--- config.mk ---
export PLATFORM = sky130hd
export DESIGN_NAME = mips_multicycle_control_flat
export DESIGN_NICKNAME = d
export VERILOG_FILES = /design/src/rtl/mips_multicycle_control_if.sv /design/src/rtl/mips_multicycle_control.sv /design/src/flat_wrapper.sv
export SDC_FILE = /design/constraint.sdc
export NUM_CORES = 1
export LEC_CHECK = 0
export CAP_MARGIN = 20
export CORE_MARGIN = 2
export CORE_UTILIZATION = 55
export CTS_CLUSTER_DIAMETER = 100
export DETAILED_ROUTE_END_ITERATION = 10
export PLACE_DENSITY = 0.89
export SETUP_SLACK_MARGIN = 0.3
export SLEW_MARGIN = 25
export SYNTH_ARGS = -nofsm -noshare
export SYNTH_HDL_FRONTEND = slang
export SYNTH_SLANG_ARGS = --single-unit
--- constraint.sdc ---
create_clock -name clk -period 7.1 [get_ports clk]
set_clock_uncertainty 0.05 [all_clocks]
set_input_delay 1.42 -clock clk [delete_from_list [all_inputs] [get_ports clk]]
set_output_delay 1.42 -clock clk [all_outputs]
set_load 0.01 [all_outputs]
--- src/rtl/mips_multicycle_control_if.sv ---
// Control bundle between the multicycle MIPS controller and its datapath/memory.
// Handshake: mem_req stays high (with iord/memwrite stable) until a cycle where mem_ready is high; that cycle completes the access.
interface mips_multicycle_control_if;
    logic [5:0] op;
    logic       zero;
    logic       mem_ready;
    logic       mem_req;
    logic       iord;
    logic       memwrite;
    logic       irwrite;
    logic       regdst;
    logic       memtoreg;
    logic       regwrite;
    logic       alusrca;
    logic [1:0] alusrcb;
    logic [1:0] aluop;
    logic [1:0] pcsrc;
    logic       pcen;
    logic       err;
    logic [3:0] state;

    modport master (
        input  op, zero, mem_ready,
        output mem_req, iord, memwrite, irwrite, regdst, memtoreg, regwrite,
               alusrca, alusrcb, aluop, pcsrc, pcen, err, state
    );

    modport slave (
        output op, zero, mem_ready,
        input  mem_req, iord, memwrite, irwrite, regdst, memtoreg, regwrite,
               alusrca, alusrcb, aluop, pcsrc, pcen, err, state
    );
endinterface

--- src/rtl/mips_multicycle_control.sv ---
// Moore FSM sequencing a multicycle MIPS datapath: fetch/decode/execute/memory/writeback over
// one shared ALU and memory, with memory wait states, a wait timeout and an illegal-opcode trap.
module mips_multicycle_control #(
    parameter int          MEM_HANDSHAKE = 1,
    parameter int unsigned WAIT_LIMIT    = 16,
    parameter int unsigned CNT_W         = 5
) (
    input  logic                      clk,
    input  logic                      rst,
    mips_multicycle_control_if.master ctl
);
    typedef enum logic [3:0] {
        S_FETCH   = 4'd0,
        S_DECODE  = 4'd1,
        S_MEMADR  = 4'd2,
        S_MEMRD   = 4'd3,
        S_MEMWB   = 4'd4,
        S_MEMWR   = 4'd5,
        S_RTYPEEX = 4'd6,
        S_ALUWB   = 4'd7,
        S_BREX    = 4'd8,
        S_IMMEX   = 4'd9,
        S_IMMWB   = 4'd10,
        S_JEX     = 4'd11,
        S_ERROR   = 4'd15
    } state_e;

    localparam logic [5:0] OP_R    = 6'b000000;
    localparam logic [5:0] OP_J    = 6'b000010;
    localparam logic [5:0] OP_BEQ  = 6'b000100;
    localparam logic [5:0] OP_BNE  = 6'b000101;
    localparam logic [5:0] OP_ADDI = 6'b001000;
    localparam logic [5:0] OP_ORI  = 6'b001101;
    localparam logic [5:0] OP_LW   = 6'b100011;
    localparam logic [5:0] OP_SW   = 6'b101011;

    state_e           state_q, state_d;
    logic [5:0]       op_q;
    logic [CNT_W-1:0] wait_cnt_q, wait_cnt_d;
    logic             err_q;
    logic             rdy;
    logic             mem_state;
    logic             timeout;

    assign rdy       = (MEM_HANDSHAKE != 0) ? ctl.mem_ready : 1'b1;
    assign mem_state = (state_q == S_FETCH) || (state_q == S_MEMRD) || (state_q == S_MEMWR);
    // A ready arriving on the last allowed wait cycle completes normally, so timeout needs rdy=0.
    assign timeout   = (WAIT_LIMIT != 0) && mem_state && !rdy &&
                       (wait_cnt_q == CNT_W'(WAIT_LIMIT - 1));

    always_comb begin
        state_d = state_q;
        case (state_q)
            S_FETCH:   if (rdy) state_d = S_DECODE;
            S_DECODE: begin
                case (ctl.op)
                    OP_LW, OP_SW:     state_d = S_MEMADR;
                    OP_R:             state_d = S_RTYPEEX;
                    OP_BEQ, OP_BNE:   state_d = S_BREX;
                    OP_ADDI, OP_ORI:  state_d = S_IMMEX;
                    OP_J:             state_d = S_JEX;
                    default:          state_d = S_ERROR;
                endcase
            end
            S_MEMADR:  state_d = (op_q == OP_SW) ? S_MEMWR : S_MEMRD;
            S_MEMRD:   if (rdy) state_d = S_MEMWB;
            S_MEMWR:   if (rdy) state_d = S_FETCH;
            S_RTYPEEX: state_d = S_ALUWB;
            S_IMMEX:   state_d = S_IMMWB;
            S_MEMWB, S_ALUWB, S_BREX, S_IMMWB, S_JEX: state_d = S_FETCH;
            S_ERROR:   state_d = S_ERROR;
            default:   state_d = S_ERROR;
        endcase
        if (timeout) state_d = S_ERROR;
    end

    always_comb begin
        wait_cnt_d = wait_cnt_q;
        if (state_d != state_q) wait_cnt_d = '0;
        else if (mem_state && !rdy) wait_cnt_d = wait_cnt_q + 1'b1;
    end

    always_ff @(posedge clk or negedge rst) begin
        if (!rst) begin
            state_q    <= S_FETCH;
            op_q       <= '0;
            wait_cnt_q <= '0;
            err_q      <= 1'b0;
        end else begin
            state_q    <= state_d;
            wait_cnt_q <= wait_cnt_d;
            err_q      <= err_q | (state_d == S_ERROR);
            if (state_q == S_DECODE) op_q <= ctl.op;
        end
    end

    // Decode is gated by rst so nothing strobes while reset is held, even though FETCH is code 0.
    always_comb begin
        ctl.mem_req  = 1'b0;
        ctl.iord     = 1'b0;
        ctl.memwrite = 1'b0;
        ctl.irwrite  = 1'b0;
        ctl.regdst   = 1'b0;
        ctl.memtoreg = 1'b0;
        ctl.regwrite = 1'b0;
        ctl.alusrca  = 1'b0;
        ctl.alusrcb  = 2'b00;
        ctl.aluop    = 2'b00;
        ctl.pcsrc    = 2'b00;
        ctl.pcen     = 1'b0;
        if (rst) begin
            case (state_q)
                S_FETCH: begin
                    ctl.mem_req = 1'b1;
                    ctl.alusrcb = 2'b01;
                    ctl.irwrite = rdy;
                    ctl.pcen    = rdy;
                end
                S_DECODE:  ctl.alusrcb = 2'b11;
                S_MEMADR: begin
                    ctl.alusrca = 1'b1;
                    ctl.alusrcb = 2'b10;
                end
                S_MEMRD: begin
                    ctl.mem_req = 1'b1;
                    ctl.iord    = 1'b1;
                end
                S_MEMWB: begin
                    ctl.regwrite = 1'b1;
                    ctl.memtoreg = 1'b1;
                end
                S_MEMWR: begin
                    ctl.mem_req  = 1'b1;
                    ctl.iord     = 1'b1;
                    ctl.memwrite = 1'b1;
                end
                S_RTYPEEX: begin
                    ctl.alusrca = 1'b1;
                    ctl.aluop   = 2'b10;
                end
                S_ALUWB: begin
                    ctl.regwrite = 1'b1;
                    ctl.regdst   = 1'b1;
                end
                S_BREX: begin
                    ctl.alusrca = 1'b1;
                    ctl.aluop   = 2'b01;
                    ctl.pcsrc   = 2'b01;
                    ctl.pcen    = op_q[0] ? ~ctl.zero : ctl.zero;
                end
                S_IMMEX: begin
                    ctl.alusrca = 1'b1;
                    ctl.alusrcb = 2'b10;
                    ctl.aluop   = (op_q == OP_ORI) ? 2'b11 : 2'b00;
                end
                S_IMMWB:   ctl.regwrite = 1'b1;
                S_JEX: begin
                    ctl.pcsrc = 2'b10;
                    ctl.pcen  = 1'b1;
                end
                default: ;
            endcase
        end
    end

    assign ctl.state = state_q;
    assign ctl.err   = err_q;
endmodule

--- src/flat_wrapper.sv ---
// flat-port wrapper written by rule: the top's interface ports become plain ports
module mips_multicycle_control_flat 
#(
    parameter int          MEM_HANDSHAKE = 1,
    parameter int unsigned WAIT_LIMIT    = 16,
    parameter int unsigned CNT_W         = 5
)
  (clk, rst, ctl_op, ctl_zero, ctl_mem_ready, ctl_mem_req, ctl_iord, ctl_memwrite, ctl_irwrite, ctl_regdst, ctl_memtoreg, ctl_regwrite, ctl_alusrca, ctl_alusrcb, ctl_aluop, ctl_pcsrc, ctl_pcen, ctl_err, ctl_state);
  mips_multicycle_control_if ctl_i ();
  input  logic clk;
  input  logic rst;
  input wire logic [$bits(ctl_i.op)-1:0] ctl_op;
  input wire logic [$bits(ctl_i.zero)-1:0] ctl_zero;
  input wire logic [$bits(ctl_i.mem_ready)-1:0] ctl_mem_ready;
  output wire logic [$bits(ctl_i.mem_req)-1:0] ctl_mem_req;
  output wire logic [$bits(ctl_i.iord)-1:0] ctl_iord;
  output wire logic [$bits(ctl_i.memwrite)-1:0] ctl_memwrite;
  output wire logic [$bits(ctl_i.irwrite)-1:0] ctl_irwrite;
  output wire logic [$bits(ctl_i.regdst)-1:0] ctl_regdst;
  output wire logic [$bits(ctl_i.memtoreg)-1:0] ctl_memtoreg;
  output wire logic [$bits(ctl_i.regwrite)-1:0] ctl_regwrite;
  output wire logic [$bits(ctl_i.alusrca)-1:0] ctl_alusrca;
  output wire logic [$bits(ctl_i.alusrcb)-1:0] ctl_alusrcb;
  output wire logic [$bits(ctl_i.aluop)-1:0] ctl_aluop;
  output wire logic [$bits(ctl_i.pcsrc)-1:0] ctl_pcsrc;
  output wire logic [$bits(ctl_i.pcen)-1:0] ctl_pcen;
  output wire logic [$bits(ctl_i.err)-1:0] ctl_err;
  output wire logic [$bits(ctl_i.state)-1:0] ctl_state;
  assign ctl_i.op = ctl_op;
  assign ctl_i.zero = ctl_zero;
  assign ctl_i.mem_ready = ctl_mem_ready;
  assign ctl_mem_req = ctl_i.mem_req;
  assign ctl_iord = ctl_i.iord;
  assign ctl_memwrite = ctl_i.memwrite;
  assign ctl_irwrite = ctl_i.irwrite;
  assign ctl_regdst = ctl_i.regdst;
  assign ctl_memtoreg = ctl_i.memtoreg;
  assign ctl_regwrite = ctl_i.regwrite;
  assign ctl_alusrca = ctl_i.alusrca;
  assign ctl_alusrcb = ctl_i.alusrcb;
  assign ctl_aluop = ctl_i.aluop;
  assign ctl_pcsrc = ctl_i.pcsrc;
  assign ctl_pcen = ctl_i.pcen;
  assign ctl_err = ctl_i.err;
  assign ctl_state = ctl_i.state;
  mips_multicycle_control #(.MEM_HANDSHAKE(MEM_HANDSHAKE), .WAIT_LIMIT(WAIT_LIMIT), .CNT_W(CNT_W)) u_core (.clk(clk), .rst(rst), .ctl(ctl_i));
endmodule
==> results of run 1 <==
[power groups by stage]
stage	registers, mW	logic (mW)	clock network [mW]
5_1_grt	0.0911	0.0175	0.0662
4_1_cts	0.0911	0.0163	0.0611
6_report	0.0910	0.0159	0.0612
3_3_place_gp	0.0929	0.0157	0
3_5_place_dp	0.0929	0.0162	0
2_1_floorplan	0.0929	0.00741	0
[per-layer routing]
metal	up-vias	wire, um	track usage (%)	share of wire (%)
met5	-	0	0	0
met3	3	192	4.186	5.6
met2	46	1686	38.10	49
met4	0	25	5.102	0.73
li1	686	-	-	-
met1	659	1511	29.82	44
[synthesized netlist by cell type, drive strengths merged, types with 3 or more instances]
cell type / instances
nor4b: 3
nor4: 3
nand3b: 6
and3: 4
nand2: 27
nor2: 15
o211ai: 4
a21o: 3
buf: 11
a31oi: 3
nand2b: 8
and2: 3
o21ai: 9
xor2: 6
nor2b: 7
nand4: 3
a21oi: 3
nor3: 10
dfrtp: 16
[state kept, by name, indices dropped and copies added (netlist names)]
register,cells
u_core.op_q,6
u_core.wait_cnt_q,5
u_core.ctl.state,4
u_core.ctl.err,1
[worst max-delay path, delay by kind of cell]
| kind | cells | cell delay, ps |
|---|---|---|
| buffers and inverters | 2 | 1120 |
| AND/OR/NAND/NOR | 1 | 280 |
| AO/OA/AOI/OAI | 1 | 260 |
[metrics by stage]
step	utilization (%)	std cells	hold WS, ps
CTS	69.69	230	432.5
global placement	68.25	226	402.3
global route	69.49	230	461.0
finish	69.49	230	426.6
detailed placement	68.25	226	405.5
floorplan	-	180	387.9
[final cells by class]
type                            count  share of cell area [%]
Clock buffer                        4                   2.070
Inverter                            2                  0.4283
Tap cell                           30                   2.141
Sequential cell                    16                   22.84
Multi-Input combinational cell    149                   56.25
Timing Repair Buffer               29                   16.27
[path summary, 6_finish.rpt]
kind / to / slack (ps)
setup / recovery: ctl_pcen / 2550
hold / removal: u_core.ctl.err$_DFF_PN0_ / 430
setup reg to reg: u_core.wait_cnt_q[4]$_DFFE_PN0P_ / 4370
hold reg to reg: u_core.ctl.err$_DFF_PN0_ / 430
max in group asynchronous: u_core.op_q[2]$_DFFE_PN0P_ / 5660
min in group asynchronous: u_core.wait_cnt_q[2]$_DFFE_PN0P_ / 1010
[kinds of logic (layout without fill, tap and decap cells)]
kind of cell / after synthesis / in the layout / synth area share [%]
buffers and inverters: 15 / 35 / 6.420
AO/OA/AOI/OAI: 38 / 38 / 19.93
AND/OR/NAND/NOR: 99 / 99 / 37.58
adder cells (fa/ha/maj): 2 / 2 / 1.689
multiplexers: 2 / 2 / 1.351
flip-flops: 16 / 16 / 27.03
XOR/XNOR: 8 / 8 / 5.997
==> flow_metrics.tcl, run 1 <==
set metrics [dict create \
    outcome "complete, no violations" \
    fin_setup_tns_ps 0 \
    vias_per_cell 6.061 \
    synth_area_sq_mm 0.001481 \
    grt_overflow 0 \
    min_from "u_core.ctl.err$_DFF_PN0_" \
    r2r_cells 6 \
    powerDensity_mw_per_mm2 95.95 \
    ys_dominant_reg_cell "dfrtp_1" \
    final_common_cell "clkdlybuf4s50_1" \
    drv_slew 0 \
    yosysWarnings 0 \
    grt_max_degree 32 \
    timing.rr.start "u_core.ctl.state[0]$_DFF_PN0_" \
    initial_core_util_pct 58.73 \
    max_freq_mhz 219.6 \
    async_flop_share_pct 100.0 \
    die_y_um 55.90 \
    finalCritPeriodShare_pct 64.13 \
    yosysTopAreaCell "dfrtp_1" \
    grt_usage_pct 22.47 \
    fin_area_sq_mm 0.001753 \
    port_buffers 29 \
    worst_slew_pin_slew_ps 965.5 \
    drive_above_1_share_pct 5.500 \
    grt_antenna_before_repair 0 \
    grt_pass1_wl_mm 5.727 \
    cp.required_ps 5630 \
    path_common_cell "clkdlybuf4s50_1" \
    finalNetCount 213 \
    min_path_cells 1 \
    p_sw_share_pct 22.86 \
    dr.pass1.iters 4 \
    path_cells "clkdlybuf4s50_1 > and3_1 > a211o_1 > clkdlybuf4s50_1" \
    p_comb_share_pct 9.5 \
    clk_latency_ps 300 \
    power_frac_clock_pct 36.4 \
    placed_area_sq_mm 0.001722 \
    path_class "primary input to output port" \
    dp_slack_ps 1904 \
    synth.area.top_cells "dfrtp_1 27%, nand2_1 6.8%, nor2_1 3.8%, nand2b_1 3.4%, nor3_1 3.0%" \
    crit_slowest_cell "clkdlybuf4s50_1" \
    period_needed_ps 4553 \
    syn_nets 192 \
    setup_viol 0 \
    die_area_sq_mm 0.003125 \
    drc 0 \
    pwr-share-seq_pct 54.1 \
    clock_path_buffers 2 \
    finalHoldViolCount 0 \
    power_switching_mw 0.03845 \
    drt-total-wl_mm 3.416 \
    leakagePower_nw 0.6765 \
    dp_hpwl_mm 2.516 \
    rsz0062_at_grt "false" \
    worstSetupStartpoint "ctl_mem_ready" \
    cp.arrival_ps 3080 \
    synth-seq-area-share_pct 27.03 \
    post_cts_buffers 0 \
    vdd_drop_max_v 0.00007721 \
    timing.critical_path.to_type "output port" \
    min_path_type "register to register" \
    clk_pin_slew_ps 100 \
    cts-htree-levels 1 \
    grt_pass1_vias 1215 \
    io_pins 30 \
    drv_cap 0 \
    gp_congestion 0.8615 \
    p_int_mw 0.1297 \
    hold_buffers 0 \
    synth_edf_count 0 \
    synth_area_per_cell_sq_um 8.230 \
    crit_path_max_incr_delay_ps 640 \
    relSlewSlack_pct 35.63 \
    nFillCells 193 \
    cts_resized 0 \
    cts_root_buf "clkbuf_4" \
    coreArea_sq_mm 0.002522 \
    drt_iter0_drc 51 \
    synth_top_area_share_pct 27.03 \
    synthCells 180 \
    area_growth_syn_to_layout_pct 18.33 \
    layout_common_cells "28 x clkdlybuf4s50_1, 27 x nand2_1, 16 x dfrtp_1" \
    worstSetupStartpointType "primary input" \
    seqCellArea_sq_um 400.4 \
    cts_sinks 16 \
    total_power_mw 0.1682 \
    fin_ws_ps 2547 \
    crit_fanout 11 \
    wl_per_cell_um 14.85 \
    die_w_um 55.90 \
    diodes 0 \
    multi_input_area_sq_um 985.9 \
    postRouteAntennaNets 0 \
    vias 1394 \
    num_rows 18 \
    cts_tree "built" \
    synth.distinct_cells 50 \
    numCtsBuffers 3 \
    synth_seq_cells 16 \
]
Note: power is estimated with default switching activity, not from simulation.
==> run 2, diff against run 1 <==
Settings changed: CORE_UTILIZATION 55 to 51, PLACE_DENSITY 0.89 to 0.83.
Clock period 7.1 ns to 4.5 ns, I/O delays scaled along.
==> run 2 against run 1 <==
  * First-iteration DRC count rose by 20%
  * Clock power increased by 54%
  * Critical path depth increased by 1
  * Combinational power up 67%
  * Wire length rose by 2.5%
  * Power is 57% higher
  * Die area rose by 7.3%
  * Register-to-register slack lost 2500 ps
  * Core utilization down 5.4 points
  * Sequential share of layout area is 0.18 points lower
  * Critical endpoint unchanged
  * Largest cell class unchanged
==> flow_metrics.tcl, run 2 (synthesis results as in run 1) <==
set metrics [dict create \
    gp_congestion 0.8972 \
    period_needed_ps 3572 \
    initial_core_util_pct 53.72 \
    drt-total-wl_mm 3.503 \
    wl_per_cell_um 15.10 \
    cts_sinks 16 \
    dp_hpwl_mm 2.626 \
    r2r_cells 6 \
    drv_cap 0 \
    worstSetupStartpointType "register" \
    postRouteAntennaNets 0 \
    clock_path_buffers 2 \
    grt_overflow 0 \
    timing.rr.start "u_core.ctl.state[0]$_DFF_PN0_" \
    num_rows 19 \
    die_w_um 57.90 \
    wl_met2_mm 1.726 \
    min_path_cells 1 \
    layout_common_cells "29 x clkdlybuf4s50_1, 27 x nand2_1, 16 x dfrtp_1" \
    top_register "u_core.op_q" \
    die_y_um 57.90 \
    cp.arrival_ps 2620 \
    io_pins 30 \
    drt_iter0_drc 61 \
    area_growth_syn_to_layout_pct 19.26 \
    leakagePower_nw 0.6813 \
    powerDensity_mw_per_mm2 149.6 \
    route.met3.wl_um 218 \
    rsz0062_at_grt "false" \
    fin_setup_tns_ps 0 \
    grt_pass1_wl_mm 5.906 \
    worst_slew_pin_slew_ps 951.7 \
    max_freq_mhz 279.9 \
    finalNetCount 214 \
    crit_fanout 23 \
    diodes 0 \
    path_class "register to output port" \
    worstSetupStartpoint "u_core.ctl.state[3]$_DFF_PN0_" \
    clk_pin_slew_ps 90 \
    grt_antenna_before_repair 0 \
    clk_latency_ps 280 \
    grt_usage_pct 22.61 \
    wl_met1_mm 1.505 \
    numCtsBuffers 3 \
    top_layer_used "met4" \
    total_power_mw 0.2642 \
    drc 0 \
    endpoint "ctl_pcen" \
    cts_resized 0 \
    r2r_slack_ps 1860 \
    relSlewSlack_pct 36.55 \
    r2r-end "u_core.wait_cnt_q[4]$_DFFE_PN0P_" \
    dr.pass1.iters 4 \
    coreArea_sq_mm 0.002758 \
    finalHoldViolCount 0 \
    setup_viol 0 \
    final_common_cell "clkdlybuf4s50_1" \
    vdd_drop_max_v 0.0002159 \
    cts_tree "built" \
    drive_above_1_share_pct 5.473 \
    hold_buffers 0 \
    drv_slew 0 \
    port_buffers 29 \
    cts-htree-levels 1 \
    timing.critical_path.to_type "output port" \
    vias_per_cell 5.922 \
    outcome "complete, no violations" \
    die_area_sq_mm 0.003352 \
    post_cts_buffers 0 \
    min_path_type "register to register" \
    largest_reg_flops 6 \
    vias 1374 \
    cts_root_buf "clkbuf_4" \
    cp.required_ps 3550 \
    grt_max_degree 32 \
    grt_pass1_vias 1288 \
    finalCritPeriodShare_pct 79.39 \
]
-- run 2: cell types whose count changed in the layout (fill, tap and decap cells not counted), sizes merged --
| cell | delta |
|---|---|
| clkdlybuf4s50 | +1 |
-- run 2: critical path, stage by stage, from the launching register on --
cell,delay [ps]
dfrtp_1,860
nor2b_1,390
nand2_1,160
nor3_1,220
a211o_1,170
clkdlybuf4s50_1,520
-- run 2: layout make-up --
class                           instances  area (sq um)
Tap cell                               31         38.79
Multi-Input combinational cell        149         985.9
Fill cell                             251         991.0
Inverter                                2         7.507
Timing Repair Buffer                   30         297.8
Clock buffer                            4         36.28
Sequential cell                        16         400.4
-- run 2: metal layers --
layer	global-route usage, %	vias up
met5	0	-
met3	4.464	7
met4	5.648	0
met2	37.34	57
li1	-	689
met1	30.62	621
-- run 2: power breakdown --
group / internal, mW / switching, mW / total [mW]
combinational: 0.0127 / 0.0138 / 0.0265
sequential: 0.144 / 0 / 0.144
clock: 0.0493 / 0.0449 / 0.0941
total: 0.206 / 0.0586 / 0.264
-- run 2: stage by stage --
stage,hold WS (ps),util (%),setup WS (ps),area [sq um],instances
final,431.3,64.07,927.6,1767,232
after global routing,462.5,64.07,694.4,1767,232
after global placement,391.5,62.75,1048,1730,228
after detailed placement,422.0,62.75,1015,1730,228
after floorplan,387.9,-,1833,1481,180
after CTS,446.9,64.07,882.1,1767,232
-- run 2: worst min-delay path by stage --
stage | start | end | slack (ps)
2_1_floorplan | u_core.op_q[3]$_DFFE_PN0P_ | u_core.op_q[3]$_DFFE_PN0P_ | 390
3_3_place_gp | u_core.ctl.err$_DFF_PN0_ | u_core.ctl.err$_DFF_PN0_ | 390
3_5_place_dp | u_core.ctl.err$_DFF_PN0_ | u_core.ctl.err$_DFF_PN0_ | 420
4_1_cts | u_core.ctl.err$_DFF_PN0_ | u_core.ctl.err$_DFF_PN0_ | 450
5_1_grt | u_core.ctl.err$_DFF_PN0_ | u_core.ctl.err$_DFF_PN0_ | 460
6_report | u_core.ctl.err$_DFF_PN0_ | u_core.ctl.err$_DFF_PN0_ | 430
